<file path="config.mk">
export PLATFORM = sky130hd
export DESIGN_NAME = seg7_scan_ctrl
export DESIGN_NICKNAME = d
export VERILOG_FILES = /design/src/rtl/seg7_scan_ctrl.sv
export SDC_FILE = /design/constraint.sdc
export NUM_CORES = 1
export LEC_CHECK = 0
export CORE_MARGIN = 2
export CORE_UTILIZATION = 48
export DETAILED_ROUTE_END_ITERATION = 16
export PLACE_DENSITY_LB_ADDON = 0.3
export SETUP_SLACK_MARGIN = 0.4
export SYNTH_ARGS = -nofsm -noshare
export SYNTH_HDL_FRONTEND = slang
export SYNTH_SLANG_ARGS = --single-unit
</file>
<file path="constraint.sdc">
create_clock -name clk -period 3.75 [get_ports clk]
set_input_delay 0.5625 -clock clk [delete_from_list [all_inputs] [get_ports clk]]
set_output_delay 0.5625 -clock clk [all_outputs]
set_load 0.02 [all_outputs]
</file>
<file path="src/rtl/seg7_scan_ctrl.sv">
// Eight-digit multiplexed seven-segment controller with CPU-writable value,
// digit-enable and decimal-point registers plus registered read-back.
module seg7_scan_ctrl #(
   parameter int NUM_DIGITS = 8,
   parameter int SCAN_DIV   = 100000
) (
   input  logic                  clk,
   input  logic                  rst,
   input  logic                  wr_en,
   input  logic [1:0]            addr,
   input  logic [31:0]           wr_data,
   input  logic                  rd_en,
   output logic [31:0]           rd_data,
   output logic                  rd_valid,
   output logic [NUM_DIGITS-1:0] led_en,
   output logic                  led_ca,
   output logic                  led_cb,
   output logic                  led_cc,
   output logic                  led_cd,
   output logic                  led_ce,
   output logic                  led_cf,
   output logic                  led_cg,
   output logic                  led_dp
);
   localparam int CNT_W = (SCAN_DIV > 1) ? $clog2(SCAN_DIV) : 1;
   localparam int IDX_W = $clog2(NUM_DIGITS);
   localparam int VAL_W = 4 * NUM_DIGITS;
   localparam logic [CNT_W-1:0] CNT_MAX = CNT_W'(SCAN_DIV - 1);
   localparam logic [IDX_W-1:0] IDX_MAX = IDX_W'(NUM_DIGITS - 1);

   typedef enum logic [1:0] {
      A_VALUE  = 2'd0,
      A_DIGEN  = 2'd1,
      A_DPMASK = 2'd2,
      A_RSVD   = 2'd3
   } reg_addr_e;

   logic [VAL_W-1:0]      value_q, value_d;
   logic [NUM_DIGITS-1:0] digen_q, digen_d;
   logic [NUM_DIGITS-1:0] dpmask_q, dpmask_d;
   logic [31:0]           rd_data_q, rd_data_d;
   logic                  rd_valid_q, rd_valid_d;
   logic [CNT_W-1:0]      scan_cnt_q, scan_cnt_d;
   logic [IDX_W-1:0]      digit_idx_q, digit_idx_d;
   logic [NUM_DIGITS-1:0] led_en_q, led_en_d;
   logic [6:0]            seg_q, seg_d;   // {g,f,e,d,c,b,a}, active-low
   logic                  dp_q, dp_d;
   logic [3:0]            nibble;

   // Lit segments for a hex nibble, {g,f,e,d,c,b,a}, active-high.
   function automatic logic [6:0] seg_decode(input logic [3:0] n);
      case (n)
         4'h0: seg_decode = 7'h3F;
         4'h1: seg_decode = 7'h06;
         4'h2: seg_decode = 7'h5B;
         4'h3: seg_decode = 7'h4F;
         4'h4: seg_decode = 7'h66;
         4'h5: seg_decode = 7'h6D;
         4'h6: seg_decode = 7'h7D;
         4'h7: seg_decode = 7'h07;
         4'h8: seg_decode = 7'h7F;
         4'h9: seg_decode = 7'h6F;
         4'hA: seg_decode = 7'h77;
         4'hB: seg_decode = 7'h7C;
         4'hC: seg_decode = 7'h39;
         4'hD: seg_decode = 7'h5E;
         4'hE: seg_decode = 7'h79;
         default: seg_decode = 7'h71;
      endcase
   endfunction

   assign nibble = value_q[{digit_idx_q, 2'b00} +: 4];

   always_comb begin
      value_d     = value_q;
      digen_d     = digen_q;
      dpmask_d    = dpmask_q;
      rd_data_d   = rd_data_q;
      rd_valid_d  = rd_en;
      scan_cnt_d  = scan_cnt_q + CNT_W'(1);
      digit_idx_d = digit_idx_q;
      led_en_d    = '1;
      seg_d       = '1;
      dp_d        = 1'b1;

      if (wr_en) begin
         case (reg_addr_e'(addr))
            A_VALUE:  value_d  = wr_data[VAL_W-1:0];
            A_DIGEN:  digen_d  = wr_data[NUM_DIGITS-1:0];
            A_DPMASK: dpmask_d = wr_data[NUM_DIGITS-1:0];
            default:  ;
         endcase
      end

      // Reads sample the registers before this cycle's write lands.
      if (rd_en) begin
         case (reg_addr_e'(addr))
            A_VALUE:  rd_data_d = 32'(value_q);
            A_DIGEN:  rd_data_d = 32'(digen_q);
            A_DPMASK: rd_data_d = 32'(dpmask_q);
            default:  rd_data_d = '0;
         endcase
      end

      if (scan_cnt_q == CNT_MAX) begin
         scan_cnt_d  = '0;
         digit_idx_d = (digit_idx_q == IDX_MAX) ? '0 : digit_idx_q + IDX_W'(1);
      end

      if (digen_q[digit_idx_q]) begin
         led_en_d = ~(NUM_DIGITS'(1) << digit_idx_q);
         seg_d    = ~seg_decode(nibble);
         dp_d     = ~dpmask_q[digit_idx_q];
      end
   end

   always_ff @(posedge clk or posedge rst) begin
      if (rst) begin
         value_q     <= '0;
         digen_q     <= '1;
         dpmask_q    <= '0;
         rd_data_q   <= '0;
         rd_valid_q  <= 1'b0;
         scan_cnt_q  <= '0;
         digit_idx_q <= '0;
         led_en_q    <= '1;
         seg_q       <= '1;
         dp_q        <= 1'b1;
      end else begin
         value_q     <= value_d;
         digen_q     <= digen_d;
         dpmask_q    <= dpmask_d;
         rd_data_q   <= rd_data_d;
         rd_valid_q  <= rd_valid_d;
         scan_cnt_q  <= scan_cnt_d;
         digit_idx_q <= digit_idx_d;
         led_en_q    <= led_en_d;
         seg_q       <= seg_d;
         dp_q        <= dp_d;
      end
   end

   assign rd_data  = rd_data_q;
   assign rd_valid = rd_valid_q;
   assign led_en   = led_en_q;
   assign led_ca   = seg_q[0];
   assign led_cb   = seg_q[1];
   assign led_cc   = seg_q[2];
   assign led_cd   = seg_q[3];
   assign led_ce   = seg_q[4];
   assign led_cf   = seg_q[5];
   assign led_cg   = seg_q[6];
   assign led_dp   = dp_q;
endmodule

</file>
After elaboration in Yosys (flattened, before gate mapping):

Memories as Yosys holds them, arrays and structs flattened.
Cells that the tools add are included.

* $add $sub $neg: 2
* bitwise operators: 3
* reductions and logical operators: 4
* $lt $le $gt $ge: 1
* equality and inequality tests: 4
* mux-type cells: 11
* shift operators: 2

Operator list (count)
* case mux 32 bit (3 select lines): 1
* variable part select 32 x 6 -> 4 bit: 1
* adder 17 x 1 -> 17 bit (second input constant): 1
* == test 17 bit (second input constant): 1
* two-way mux 17 bit: 1
* two-way mux 7 bit: 2
* two-way mux 8 bit: 1
* inverter 8 bit: 1
* << shifter 1 x 3 -> 8 bit (first input constant): 1
* inverter 7 bit: 1
* binary-select mux 1 bit (select 3 bit): 2
* AND reduction 2 bit: 3
* < comparator 3 x 4 -> 1 bit (second input constant): 1
* adder 3 x 1 -> 3 bit (second input constant): 1
* == test 3 bit (second input constant): 1
* two-way mux 1 bit: 3
* two-way mux 3 bit: 1
* == test 2 x 1 -> 1 bit (second input constant): 1
* == test 2 bit (second input constant): 1
* logical NOT 2 bit: 1
* inverter 1 bit: 1

* ROM bits: 112
* output and inout bits: 49
* memories: 1
* bits of input ports: 38
* register bits: 117

Memory list
* (name not given): depth 16, bits a word 7, read ports 1, clocked after Yosys merged registers in 0, write ports 0, line 52 `case (n)`

Depth between registers and ports, before layout:

* word-level depth: 5
* mapped depth: 10
* mapped depth without buffers: 8

Worst setup path after synthesis:

No wires, ideal clock.

* path kind: register to register
* start: reg digit_idx_q[0]
* end: reg seg_q[3]
* clock period less this slack: 2122 ps
* setup slack: 1628 ps
* stages on the path, launching flop included: 11
* arrival time: 2031 ps
* setup time: 91 ps
* path through: dfrtp_1 > buf_6 > buf_12 > mux4_2 > nand2_1 > nand2_1 > ha_1 > inv_1 > a21oi_1 > a2111oi_2 > a31oi_2

* cells in the longest elaborated chain, start to end: 5
* elaborated cells between the ends (all ways): 7
* classes of those cells: shift (1); mux (4); bitwise (1); memory (1)

Ends and longest elaborated chain
* from (decl): line 44 `logic [IDX_W-1:0] digit_idx_q, digit_idx_d;`
* from (signal assigned): line 136 `digit_idx_q <= digit_idx_d;`
* variable part select 32 x 6 -> 4 bit: line 72 `assign nibble = value_q[{digit_idx_q, 2'b00} +: 4];`
* memory read (16 x 7 bit)
* two-way mux 7 bit: line 110 `if (digen_q[digit_idx_q]) begin`
* inverter 7 bit: line 112 `seg_d = ~seg_decode(nibble);`
* two-way mux 7 bit (*): line 110
* net seg_d[3]: line 46 `logic [6:0] seg_q, seg_d;`
* to (signal assigned): line 138 `seg_q <= seg_d;`
* to (decl): line 46

Mark *: on every way through the listed nets, which the timed path passes. The rest lies on a longest branch. The select of a mux whose other input is x is not followed.
A chain may end at the register's enable or synchronous reset.

Worst setup path after layout:

* start: reg digit_idx_q[0]
* end: reg seg_q[0]

The elaborated chain is that of the path after synthesis.

==> run metrics <==
status=completed; Async SR Flop Fraction=100%; nature of the critical path endpoint=flop; Worst-path clk slew=0.05 ns; Max-slew headroom=56.2%; crit-path leading delay family=multiplexers; Worst Hold Class=reg -> reg; Met1 Routed Length=5140 µm; Worst EP arrival=2.83 ns; die height=110 µm; post-synthesis cell type count=49; DRC Markers=0; Final Max Tran Viols=0; area occupied by multi-input gates=0.00223 mm²; area growth from synthesis to layout=29.9%; Root Buffer=clkbuf_16; Pwr Total=3.94 mW; largest area contributor in the netlist=dfrtp_1; hold buffers post-CTS=0; adder-cell share of the synthesized area=3.00%; CTS tree=yes; crit path max fanout=12; post-synthesis xor/xnor area fraction=2.42%; minimum clock period=2.51 ns; slowest cell delay on critical path=0.66 ns; # H-tree levels=4; mapped cell area=0.00543 mm²; instance count of the mapped netlist=459; routed wl met2=5760 µm; I/O Pins=87; Core Rows=38; Ant. Diodes=0; vias per cell=5.23; maximum vdd drop=0.332 mV; Initial Util=49.6%; gr usage total=21.0%; number of max-cap violations=0; EDFF count, synth=0; final hold violation count=0; largest family of logic cells by synthesized area=multiplexers; DR vias=3682; CP Class=reg -> reg; commonest non-fill, non-tap cell in the layout=dfrtp_1; Final Cell Area=0.00705 mm²; most frequent cells in the layout=dfrtp_1 (93), clkdlybuf4s50_1 (86), nand2_1 (53), mux2_2 (53), nor2_1 (35); Reg area=0.00296 mm²; Synth Net Count=510; pwr dens=559 mW/mm²; clk_lat worst skew=0.41 ns; Setup crit start=digit_idx_q[0]$_DFFE_PP0N_; Max Used Layer=met4; initial detailed-routing violation count=150; setup TNS=0 ns; crit start category=flop; combinational share of power=16.7%; buffer and inverter count on the worst path=1; net switching power=1.03 mW; cts repair resizes=0; total die area=0.0122 mm²; routed len/inst=16.4 µm; CP Cell Sequence=buf_4, mux4_2, mux2i_4, or3_1, a21oi_1, o31ai_1; GPL Wtd Cong=0.868; routed wl met3=541 µm; switching part of the total power=26.3%; sequential-to-total area share from yosys stat=54.5%; first-pass GRT wire length=19200 µm; hold path startpoint=scan_cnt_q[0]$_DFF_PP0_; largest net degree at the start of global routing=118; core footprint=0.0109 mm²; RSZ-0062 raised after global routing=false; overall die width=110 µm; internal power=2.90 mW; placed cell areas=0.00641 mm²; clk sinks=117; Initial DRT Pass Iterations=4; final-report setup violation count=0; Port Buffers=86; Area contributors post-synth=dfrtp_1 (43%), dfstp_2 (12%), mux2_2 (11%); Main synth FF type=dfrtp_1; antenna-violating nets left=0; Synth Area in Compound Gates=7.10%; clk buf depth=2; clk_skew=0.00860 ns; Worst-Margin Slew=0.655 ns; fin crit share=67.0%; simple-gate share of the synthesized area=10.3%; FF-to-FF Start=digit_idx_q[0]$_DFFE_PP0N_; GRT overflow=0; clock power share=43.5%; mux cell area share after synthesis=18.0%; Mapped Avg Cell Area=11.8 µm²; cts bufs inserted=17; Yosys reg bits=117; total setup buffers inserted after CTS=0; Seq pwr share=39.7%; Fmax=0.398 GHz; fraction of layout cells with a size suffix above 1=25.0%; hold slack=0.489 ns; HPWL after DPL=7950 µm; fill cell count=860; CP required=4.06 ns; Synth warnings=0; Pleak=2.92 nW; nets=602; post-synth top area share=42.9%; Slowest-stage cell, CP=dfrtp_1; Routed WL=11600 µm; vias in the first global route=3816; initial antenna violation count=0
layout make-up:
cell class	instances	share of cell area (%)
flip-flops and latches	117	42.0
clock inverters	15	2.93
inverters	34	1.94
clock buffers	17	6.04
repair buffers	92	13.0
well taps	140	2.49
multi-input cells	289	31.6
kinds of logic after synthesis:
group,Yosys count
adder cells (fa/ha/maj),13
XOR/XNOR,15
flip-flops,117
buffers and inverters,53
AO/OA/AOI/OAI,61
AND/OR/NAND/NOR,122
multiplexers,78
worst paths after layout:
path / endpoint / slack [ns] / cells past startpoint
hold / removal: scan_cnt_q[0]$_DFF_PP0_ / 0.49 / 1
hold reg to reg: scan_cnt_q[0]$_DFF_PP0_ / 0.49 / 1
min in group asynchronous: rd_data[10]$_DFFE_PP0P_ / 0.69 / 3
setup / recovery: seg_q[0]$_DFF_PP1_ / 1.24 / 6
max in group asynchronous: dpmask_q[7]$_DFFE_PP0P_ / 2.63 / 3
setup reg to reg: seg_q[0]$_DFF_PP1_ / 1.24 / 6
state kept, by name, summed over array words and instances, names as in the netlist:
name         cells
rd_data         32
value_q         32
scan_cnt_q      17
digen_q          8
dpmask_q         8
led_en           8
seg_q            7
digit_idx_q      3
led_dp           1
rd_valid         1
stage by stage:
stage                     cells  util, %  setup slack, ns
after floorplan             459        -             1.63
after global routing        704     64.4            0.991
final                       704     64.4             1.24
after global placement      672     58.6             1.16
after CTS                   704     64.4             1.22
after detailed placement    672     58.6             1.07
power groups by stage:
stage               combinational (mW)  clock, mW  sequential [mW]
CTS                              0.665       1.74             1.56
global placement                 0.649          0             1.58
detailed placement               0.658          0             1.58
global route                     0.715       1.80             1.59
floorplan                        0.348          0             1.63
finish                           0.658       1.71             1.56
Yosys cell counts, drive strengths merged, types with 4 or more instances:
master,count
o21ai,29
buf,11
xnor2,9
o221ai,4
nor3,7
mux4,9
nand3,8
dfstp,24
nand2,53
nor2,36
mux2,55
mux2i,14
xor2,6
dfrtp,93
clkbuf,8
inv,33
ha,13
a21oi,20
metal layers:
layer	GRT usage, %	vias to the layer above
met3	5.47	11
met2	33.7	78
li1	-	1765
met4	6.70	0
met5	0	-
met1	27.9	1828
Power figures use the tool's default switching activity.
